===== src/rtl/uart_pkg.sv =====
// Shared UART definitions: default rates, receiver state encoding, accumulator sizing.
// Latency: n/a (declarations only).
// Backpressure: n/a.
package uart_pkg;

    localparam int unsigned CLK_HZ_DEF     = 68_000_000;
    localparam int unsigned BAUD_DEF       = 115_200;
    localparam int unsigned OVERSAMPLE_DEF = 16;

    // Phase accumulator width; must hold CLK_HZ (68e6 < 2^29).
    localparam int unsigned ACC_W = 29;

    typedef enum logic [2:0] {
        ST_IDLE  = 3'd0,
        ST_START = 3'd1,
        ST_DATA  = 3'd2,
        ST_STOP  = 3'd3,
        ST_BREAK = 3'd4
    } uart_state_e;

    // Resize a rate constant to accumulator width plus one carry bit.
    function automatic logic [ACC_W:0] acc_const(input int unsigned v);
        return v[ACC_W:0];
    endfunction

endpackage


===== src/rtl/uart_tick_gen.sv =====
// Fractional rate generator: one-cycle tick at average RATE Hz from a CLK_HZ clock.
// Latency: tick is registered, one cycle after the accumulator wraps.
// Backpressure: none; free-running.
module uart_tick_gen
    import uart_pkg::*;
#(
    parameter int unsigned CLK_HZ = CLK_HZ_DEF,
    parameter int unsigned RATE   = BAUD_DEF * OVERSAMPLE_DEF
) (
    input  logic clk_i,
    input  logic rst_i,
    output logic tick
);

    localparam logic [ACC_W:0] RATE_W = acc_const(RATE);
    localparam logic [ACC_W:0] CLK_W  = acc_const(CLK_HZ);

    logic [ACC_W-1:0] acc_q, acc_d;
    logic             tick_q, tick_d;
    logic [ACC_W:0]   sum;
    logic [ACC_W:0]   wrapped;

    // Add RATE every cycle; once the sum reaches CLK_HZ subtract it and emit a tick.
    always_comb begin
        sum     = {1'b0, acc_q} + RATE_W;
        wrapped = sum - CLK_W;
        acc_d   = sum[ACC_W-1:0];
        tick_d  = 1'b0;
        if (sum >= CLK_W) begin
            acc_d  = wrapped[ACC_W-1:0];
            tick_d = 1'b1;
        end
    end

    // Accumulator and tick registers.
    always_ff @(posedge clk_i) begin
        if (rst_i) begin
            acc_q  <= '0;
            tick_q <= 1'b0;
        end else begin
            acc_q  <= acc_d;
            tick_q <= tick_d;
        end
    end

    assign tick = tick_q;

endmodule


===== src/rtl/uart_rx.sv =====
// 8N1 UART receiver with oversampled mid-bit sampling and a one-byte holding register.
// Latency: byte visible one cycle after the mid-stop-bit sample.
// Backpressure: none on the line; a byte arriving while the holding register is unread is dropped and flagged as overrun.
module uart_rx
    import uart_pkg::*;
#(
    parameter int unsigned CLK_HZ     = CLK_HZ_DEF,
    parameter int unsigned BAUD       = BAUD_DEF,
    parameter int unsigned OVERSAMPLE = OVERSAMPLE_DEF
) (
    input  logic       sys_clk_i,
    input  logic       sys_rst_i,
    input  logic       uart_rx_i,
    input  logic       uart_rd_i,
    output logic [7:0] uart_dat_o,
    output logic       uart_valid_o,
    output logic       uart_frame_err_o,
    output logic       uart_overrun_o,
    output logic       uart_busy_o
);

    localparam int unsigned CNT_W = (OVERSAMPLE > 2) ? $clog2(OVERSAMPLE) : 1;
    // Last tick index of the half start bit and of a full bit period.
    localparam logic [CNT_W-1:0] HALF_LAST = CNT_W'(OVERSAMPLE / 2 - 1);
    localparam logic [CNT_W-1:0] FULL_LAST = CNT_W'(OVERSAMPLE - 1);

    logic             tick;
    logic [1:0]       sync_q, sync_d;
    logic             rx_s;

    uart_state_e      state_q, state_d;
    logic [CNT_W-1:0] cnt_q, cnt_d;
    logic [2:0]       bit_q, bit_d;
    logic [7:0]       shift_q, shift_d;
    logic             deliver;
    logic             stop_err;

    logic [7:0]       dat_q, dat_d;
    logic             valid_q, valid_d;
    logic             ferr_q, ferr_d;
    logic             ovr_q, ovr_d;
    logic             rd_ack;

    uart_tick_gen #(
        .CLK_HZ (CLK_HZ),
        .RATE   (BAUD * OVERSAMPLE)
    ) u_tick (
        .clk_i  (sys_clk_i),
        .rst_i  (sys_rst_i),
        .tick   (tick)
    );

    // Two-stage synchronizer for the asynchronous line; idles high.
    always_comb begin
        sync_d = {sync_q[0], uart_rx_i};
    end

    assign rx_s = sync_q[1];

    // Frame FSM: start-edge hunt, mid-bit sampling of start/data/stop, break wait.
    always_comb begin
        state_d  = state_q;
        cnt_d    = cnt_q;
        bit_d    = bit_q;
        shift_d  = shift_q;
        deliver  = 1'b0;
        stop_err = 1'b0;
        unique case (state_q)
            ST_IDLE: begin
                // Restarting the tick count here bounds the phase error to one tick.
                if (!rx_s) begin
                    state_d = ST_START;
                    cnt_d   = '0;
                end
            end
            ST_START: begin
                if (tick) begin
                    if (cnt_q == HALF_LAST) begin
                        cnt_d   = '0;
                        bit_d   = '0;
                        // A line back high at mid-start is a glitch: silently drop it.
                        state_d = rx_s ? ST_IDLE : ST_DATA;
                    end else begin
                        cnt_d = cnt_q + 1'b1;
                    end
                end
            end
            ST_DATA: begin
                if (tick) begin
                    if (cnt_q == FULL_LAST) begin
                        cnt_d          = '0;
                        shift_d[bit_q] = rx_s;
                        if (bit_q == 3'd7) begin
                            state_d = ST_STOP;
                        end else begin
                            bit_d = bit_q + 1'b1;
                        end
                    end else begin
                        cnt_d = cnt_q + 1'b1;
                    end
                end
            end
            ST_STOP: begin
                if (tick) begin
                    if (cnt_q == FULL_LAST) begin
                        cnt_d = '0;
                        if (rx_s) begin
                            deliver = 1'b1;
                            state_d = ST_IDLE;
                        end else begin
                            stop_err = 1'b1;
                            state_d  = ST_BREAK;
                        end
                    end else begin
                        cnt_d = cnt_q + 1'b1;
                    end
                end
            end
            ST_BREAK: begin
                // Wait out a held-low line so it is not mistaken for a new start bit.
                if (tick && rx_s) begin
                    state_d = ST_IDLE;
                end
            end
            default: begin
                state_d = ST_IDLE;
            end
        endcase
    end

    // Holding register and sticky flags; a read in the delivery cycle makes room for the new byte.
    always_comb begin
        dat_d   = dat_q;
        valid_d = valid_q;
        ferr_d  = ferr_q;
        ovr_d   = ovr_q;
        rd_ack  = uart_rd_i && valid_q;
        if (uart_rd_i) begin
            ferr_d = 1'b0;
            ovr_d  = 1'b0;
        end
        if (rd_ack) begin
            valid_d = 1'b0;
        end
        if (deliver) begin
            if (!valid_q || rd_ack) begin
                dat_d   = shift_q;
                valid_d = 1'b1;
            end else begin
                ovr_d = 1'b1;
            end
        end
        if (stop_err) begin
            ferr_d = 1'b1;
        end
    end

    // All receiver state; reset abandons any frame in flight.
    always_ff @(posedge sys_clk_i) begin
        if (sys_rst_i) begin
            sync_q  <= 2'b11;
            state_q <= ST_IDLE;
            cnt_q   <= '0;
            bit_q   <= '0;
            shift_q <= '0;
            dat_q   <= '0;
            valid_q <= 1'b0;
            ferr_q  <= 1'b0;
            ovr_q   <= 1'b0;
        end else begin
            sync_q  <= sync_d;
            state_q <= state_d;
            cnt_q   <= cnt_d;
            bit_q   <= bit_d;
            shift_q <= shift_d;
            dat_q   <= dat_d;
            valid_q <= valid_d;
            ferr_q  <= ferr_d;
            ovr_q   <= ovr_d;
        end
    end

    assign uart_dat_o       = dat_q;
    assign uart_valid_o     = valid_q;
    assign uart_frame_err_o = ferr_q;
    assign uart_overrun_o   = ovr_q;
    assign uart_busy_o      = (state_q != ST_IDLE);

endmodule


===== config.mk =====
export PLATFORM = sky130hd
export DESIGN_NAME = uart_rx
export DESIGN_NICKNAME = d
export VERILOG_FILES = /design/src/rtl/uart_pkg.sv /design/src/rtl/uart_tick_gen.sv /design/src/rtl/uart_rx.sv
export SDC_FILE = /design/constraint.sdc
export NUM_CORES = 1
export LEC_CHECK = 0
export CAP_MARGIN = 40
export CORE_MARGIN = 1
export CORE_UTILIZATION = 50
export DETAILED_ROUTE_END_ITERATION = 7
export PLACE_DENSITY = 0.71
export SYNTH_ARGS = -nofsm -noshare
export SYNTH_HDL_FRONTEND = slang
export SYNTH_SLANG_ARGS = --single-unit

===== constraint.sdc =====
create_clock -name sys_clk_i -period 2.7 [get_ports sys_clk_i]
set_input_delay 0.405 -clock sys_clk_i [delete_from_list [all_inputs] [get_ports sys_clk_i]]
set_output_delay 0.405 -clock sys_clk_i [all_outputs]
set_load 0.03 [all_outputs]

# Word level (Yosys, flattened, before mapping)
# Index checks and enable logic that the tools add are counted.
# word_totals
inputBits	4
out_inout_bits	12
elab_cells	97
register_bits	61
# op_classes
reduce_logical	16
magnitude_cmp	3
n_addsub	4
n_mux	45
eq_ne	18
# op_table
operator	count
2-to-1 mux 3 bit	15
adder 29 x 21 -> 30 bit (second input constant)	1
greater-or-equal comparator 30 x 27 -> 1 bit (second input constant)	1
2-to-1 mux 29 bit	1
subtractor 29 x 27 -> 29 bit (second input constant)	1
2-to-1 mux 4 bit	5
2-to-1 mux 1 bit	18
case mux 3 bit (5 select lines)	1
!= test 2 bit (second input constant)	7
case mux 4 bit (3 select lines)	1
AND reduction 9 bit	1
bitwise mux 8 bit	1
!= test 2 x 1 -> 1 bit (second input constant)	4
equality test 3 x 2 -> 1 bit (second input constant)	2
equality test 3 bit (second input constant)	2
case mux 3 bit (2 select lines)	1
AND reduction 6 bit	1
nonzero test 3 bit	2
adder 4 x 1 -> 4 bit (second input constant)	1
equality test 4 x 3 -> 1 bit (second input constant)	1
equality test 4 bit (second input constant)	1
< comparator 3 x 4 -> 1 bit (second input constant)	1
AND reduction 4 bit	1
nonzero test 2 bit	2
other kinds (12)	14

# Longest topological paths before layout
# logic_depth
depth_word	5
mapped_depth	12
ltp_nobuf	10

# Cells and area by module
# Synthesis repeated with hierarchy kept, for this count alone.
# unflattened
cells_unflattened	387
area_unflattened_um2	3185.6
# modules_own_cells
mod	instances	area_per_inst_um2	seq_area_each_um2	cells_per_inst
uart_tick_gen	1	1741.7	440.4	225
uart_rx	1	1443.9	620.6	162

# Least setup slack after synthesis
# Ideal clock, no wire load.
# synth_path
path_type	reg2reg
start	register u_tick.acc_q[14]
end	register u_tick.acc_q[15]
required_ns	2.577
setup_time_ns	0.123
path_stages_with_launch	12
arrival_ns	2.422
setup_slack_ns	0.155
synth_period_minus_slack_ns	2.545
path_buffers	2
cell_sequence	dfxtp_1 > ha_1 > buf_2 > or2_2 > a221oi_2 > nor4_1 > o21a_1 > o21a_1 > buf_6 > nor2_8 > mux2i_1 > mux2_1
# synth_via
elab_chain_len	3
elab_cells_between_ends	4
classes_between	add/sub (2); order compare (1); mux (1)
# synth_rtl
element	line_no	source
start, declared	uart_tick_gen.sv:18	logic [ACC_W-1:0] acc_q, acc_d;
start signal, assigned	uart_tick_gen.sv:38	acc_q <= '0;
start signal, assigned	uart_tick_gen.sv:41	acc_q <= acc_d;
adder 29 x 21 -> 30 bit *	uart_tick_gen.sv:25	sum = {1'b0, acc_q} + RATE_W;
subtractor 29 x 27 -> 29 bit or greater-or-equal comparator 30 x 27 -> 1 bit (tied branches)	uart_tick_gen.sv:26, uart_tick_gen.sv:29	
2-to-1 mux 29 bit *	uart_tick_gen.sv:29	if (sum >= CLK_W) begin
# Every way passes the cells marked *; elsewhere a longest branch is shown, timed or not.
# A chain may end at the register's enable or synchronous reset.

# Worst setup path after layout
# layout_path
start	register u_tick.acc_q[13]
end	register u_tick.acc_q[15]
# Same word-level chain as after synthesis.

==> results.json <==
{
  "outcome": "complete, no violations",
  "start_kind": "flip-flop",
  "cp_cell_sequence": "ha_2 -> or2_2 -> a221oi_2 -> nor4_2 -> o21a_1 -> o21a_1 -> buf_12 -> nor2_8 -> mux2i_1 -> mux2_1",
  "synthCells": 403,
  "row_count": 29,
  "dp_hpwl_um": 4860,
  "diodes": 0,
  "worst-slew-pin-transition_ns": 0.594,
  "numCtsBuffers": 5,
  "rsz0062_at_grt": "no",
  "clk-insertion-delay-late_ns": 0.31,
  "die_y_um": 83.0,
  "reg2reg_depth": 10,
  "synth_edf_count": 0,
  "final_net_count": 428,
  "synth_fa_ha_area_share_pct": 2.67,
  "route.detailed.drc": 0,
  "h-tree-depth": 2,
  "first_pass_iters": 4,
  "final_cell_area_sq_mm": 0.00370,
  "skew_ns": 0.00757,
  "clockBufferDepth": 2,
  "finalWorstSetupSlack_ns": 0.112,
  "syn_area_sq_mm": 0.00328,
  "slew_headroom_pct": 60.4,
  "grt_antenna_before_repair": 0,
  "hold_start": "sync_q[0]",
  "cpPeakStageDelay_ns": 0.35,
  "setup.worst_path.end": "u_tick.acc_q[15]",
  "synth-seq-cells": 53,
  "syn_area_per_cell_sq_um": 8.15,
  "crit_type": "flip-flop to flip-flop",
  "io_pins": 16,
  "grt_use_total_pct": 20.7,
  "hold_class": "flip-flop to flip-flop",
  "synthFlopType": "dfxtp_1",
  "slew_viol_final": 0,
  "ys_types": 61,
  "wirelength_um": 6860,
  "grt_pass1_vias": 2514,
  "power.leakage_nw": 1.33,
  "path_buf_inv": 1,
  "synth_top_area_cell": "dfxtp_1",
  "portBuffers": 15,
  "synth-seq-area-share_pct": 32.3,
  "clk_pin_slew_ns": 0.11,
  "r2r-start": "u_tick.acc_q[13]",
  "final_util_pct": 58.2,
  "finalSetupViolCount": 0,
  "slowest_stage": "dfxtp_1",
  "drt_iter0_drc": 148,
  "grt_max_degree": 30,
  "cts_setup_buffers": 0,
  "hold_buffers": 0,
  "crit_family": "compound AO/OA/AOI/OAI gates",
  "cp.arrival_ns": 2.80,
  "clock_sinks": 53,
  "drtAntennaViolNets": 0,
  "finalCriticalPeriod_ns": 2.59,
  "startpoint": "u_tick.acc_q[13]",
  "coreArea_sq_mm": 0.00635,
  "fin_setup_tns_ns": 0,
  "die_w_um": 83.0,
  "wl_per_cell_um": 13.8,
  "r2r-end": "u_tick.acc_q[15]",
  "timing.hold.ws_ns": 0.418,
  "layout_common_cells": "57 x nor2_1, 49 x dfxtp_1, 29 x nand2_1",
  "drive_above_1_share_pct": 15.8,
  "cts_tree": "built",
  "muxShareOfSynthArea_pct": 5.83,
  "die_area_sq_mm": 0.00689,
  "synthSimpleGateAreaFrac_pct": 27.1,
  "vdd_drop_max_uv": 539,
  "synth_compound_area_share_pct": 18.6,
  "cts-root-buf": "clkbuf_8",
  "required_ns": 2.91,
  "place_area_sq_mm": 0.00354,
  "pre_cts_ws_ns": 0.0641,
  "avgViaCountPerCell": 5.75,
  "final.fill_count": 566,
  "cp.depth": 10,
  "start_util_pct": 51.7,
  "end_kind": "flip-flop",
  "p_per_area_mw_per_mm2": 842,
  "finalHoldViolCount": 0,
  "timing.fmax_ghz": 0.386,
  "async_reset_ff_share_pct": 0,
  "gp_congestion": 0.920,
  "area.growth.synth_to_final_pct": 12.6,
  "cp_max_fo": 14,
  "final_common_cell": "nor2_1",
  "synth_area_leaders": "dfxtp_1 32%, nor2_1 6.5%, mux2i_1 5.5%",
  "grt.overflow.total": 0,
  "syn_nets": 414,
  "critPathMostFrequentCell": "o21a_1",
  "fin_crit_sh_pct": 95.8,
  "yosysWarnings": 0,
  "synth_top_area_share_pct": 32.3,
  "grt_pass1_wl_um": 11900,
  "synth_xor_area_share_pct": 7.20,
  "vias": 2846,
  "r2r_slack_ns": 0.11,
  "synth_top_family_by_area": "simple AND/OR/NAND/NOR gates",
  "maxCapViolations": 0
}
==> what timing repair did <==
item                                   4_1_cts  5_1_grt
setup endpoints to repair                    0       10
gates resized for setup                      0       16
endpoints found under the hold margin        0        0
==> cells in the mapped netlist, types with 5 or more instances <==
cell type  number
and3_1          6
buf_2           7
a21boi_0        5
clkbuf_1       15
or3_1           7
xnor2_1        16
or2_2           5
o211ai_2        6
inv_1          10
nand4_1         8
nor3_1         11
a21oi_1        26
nor2_1         57
o21ai_0        10
dfxtp_1        53
and2_1          8
ha_1            7
xor2_1         11
nand3_1        12
nand2_1        29
nand2b_1        7
mux2i_1        18
==> worst reg2reg max path: cells and delay by family, from the launching register on <==
family | cells | cell delay (ns)
fa+ha+maj | 1 | 0.24
simple gates | 3 | 0.54
flops | 1 | 0.35
buf+inv | 1 | 0.16
compound gates | 3 | 0.66
mux | 2 | 0.54
==> power by group <==
group          total, mW  switching [mW]  internal (mW)
clock              0.475           0.286          0.189
sequential          1.12           0.205          0.917
combinational       1.52           0.811          0.706
total               3.11            1.30           1.81
==> how the worst min path moves through the flow <==
stage | endpoint | slack [ns] | cells after the start
4_1_cts | sync_q[1] | 0.42 | 1
2_1_floorplan | sync_q[1] | 0.39 | 1
3_3_place_gp | sync_q[1] | 0.40 | 1
3_5_place_dp | sync_q[1] | 0.40 | 1
5_1_grt | sync_q[1] | 0.43 | 1
6_report | sync_q[1] | 0.42 | 1
==> registers in the layout (all words and copies together) (netlist names) <==
signal	count
uart_overrun_o	1
state_q	3
bit_q	3
u_tick.tick	1
shift_q	8
uart_dat_o	8
uart_frame_err_o	1
uart_valid_o	1
cnt_q	4
sync_q	2
u_tick.acc_q	21
==> area by class of cell <==
cell class | count | area, sq um | share of cell area [%]
Sequential cell | 53 | 1070 | 28.8
Inverter | 10 | 37.5 | 1.02
Clock buffer | 5 | 68.8 | 1.86
Tap cell | 77 | 96.3 | 2.61
Timing Repair Buffer | 37 | 323 | 8.73
Multi-Input combinational cell | 310 | 2080 | 56.2
Clock inverter | 3 | 26.3 | 0.711
==> per-stage QoR <==
step	std cells	power, mW
3_5_place_dp	487	2.58
2_1_floorplan	403	2.23
6_report	495	3.11
3_3_place_gp	487	2.55
4_1_cts	495	3.07
5_1_grt	495	3.36
==> layer usage <==
layer | wire length (um) | share of wire (%) | global-route usage, %
met1 | 3290 | 48 | 28.9
met2 | 3150 | 46 | 33.0
met3 | 321 | 4.7 | 3.68
met4 | 94 | 1.4 | 5.33
met5 | 0 | 0 | 0
==> kinds of logic (layout without fill, tap and decap cells) <==
logic type	after synthesis	count (layout)
simple gates	171	171
compound gates	86	86
flops	53	53
buf+inv	40	55
xor+xnor	27	27
mux	19	19
fa+ha+maj	7	7
No activity file was read; power rests on OpenSTA's default activity.
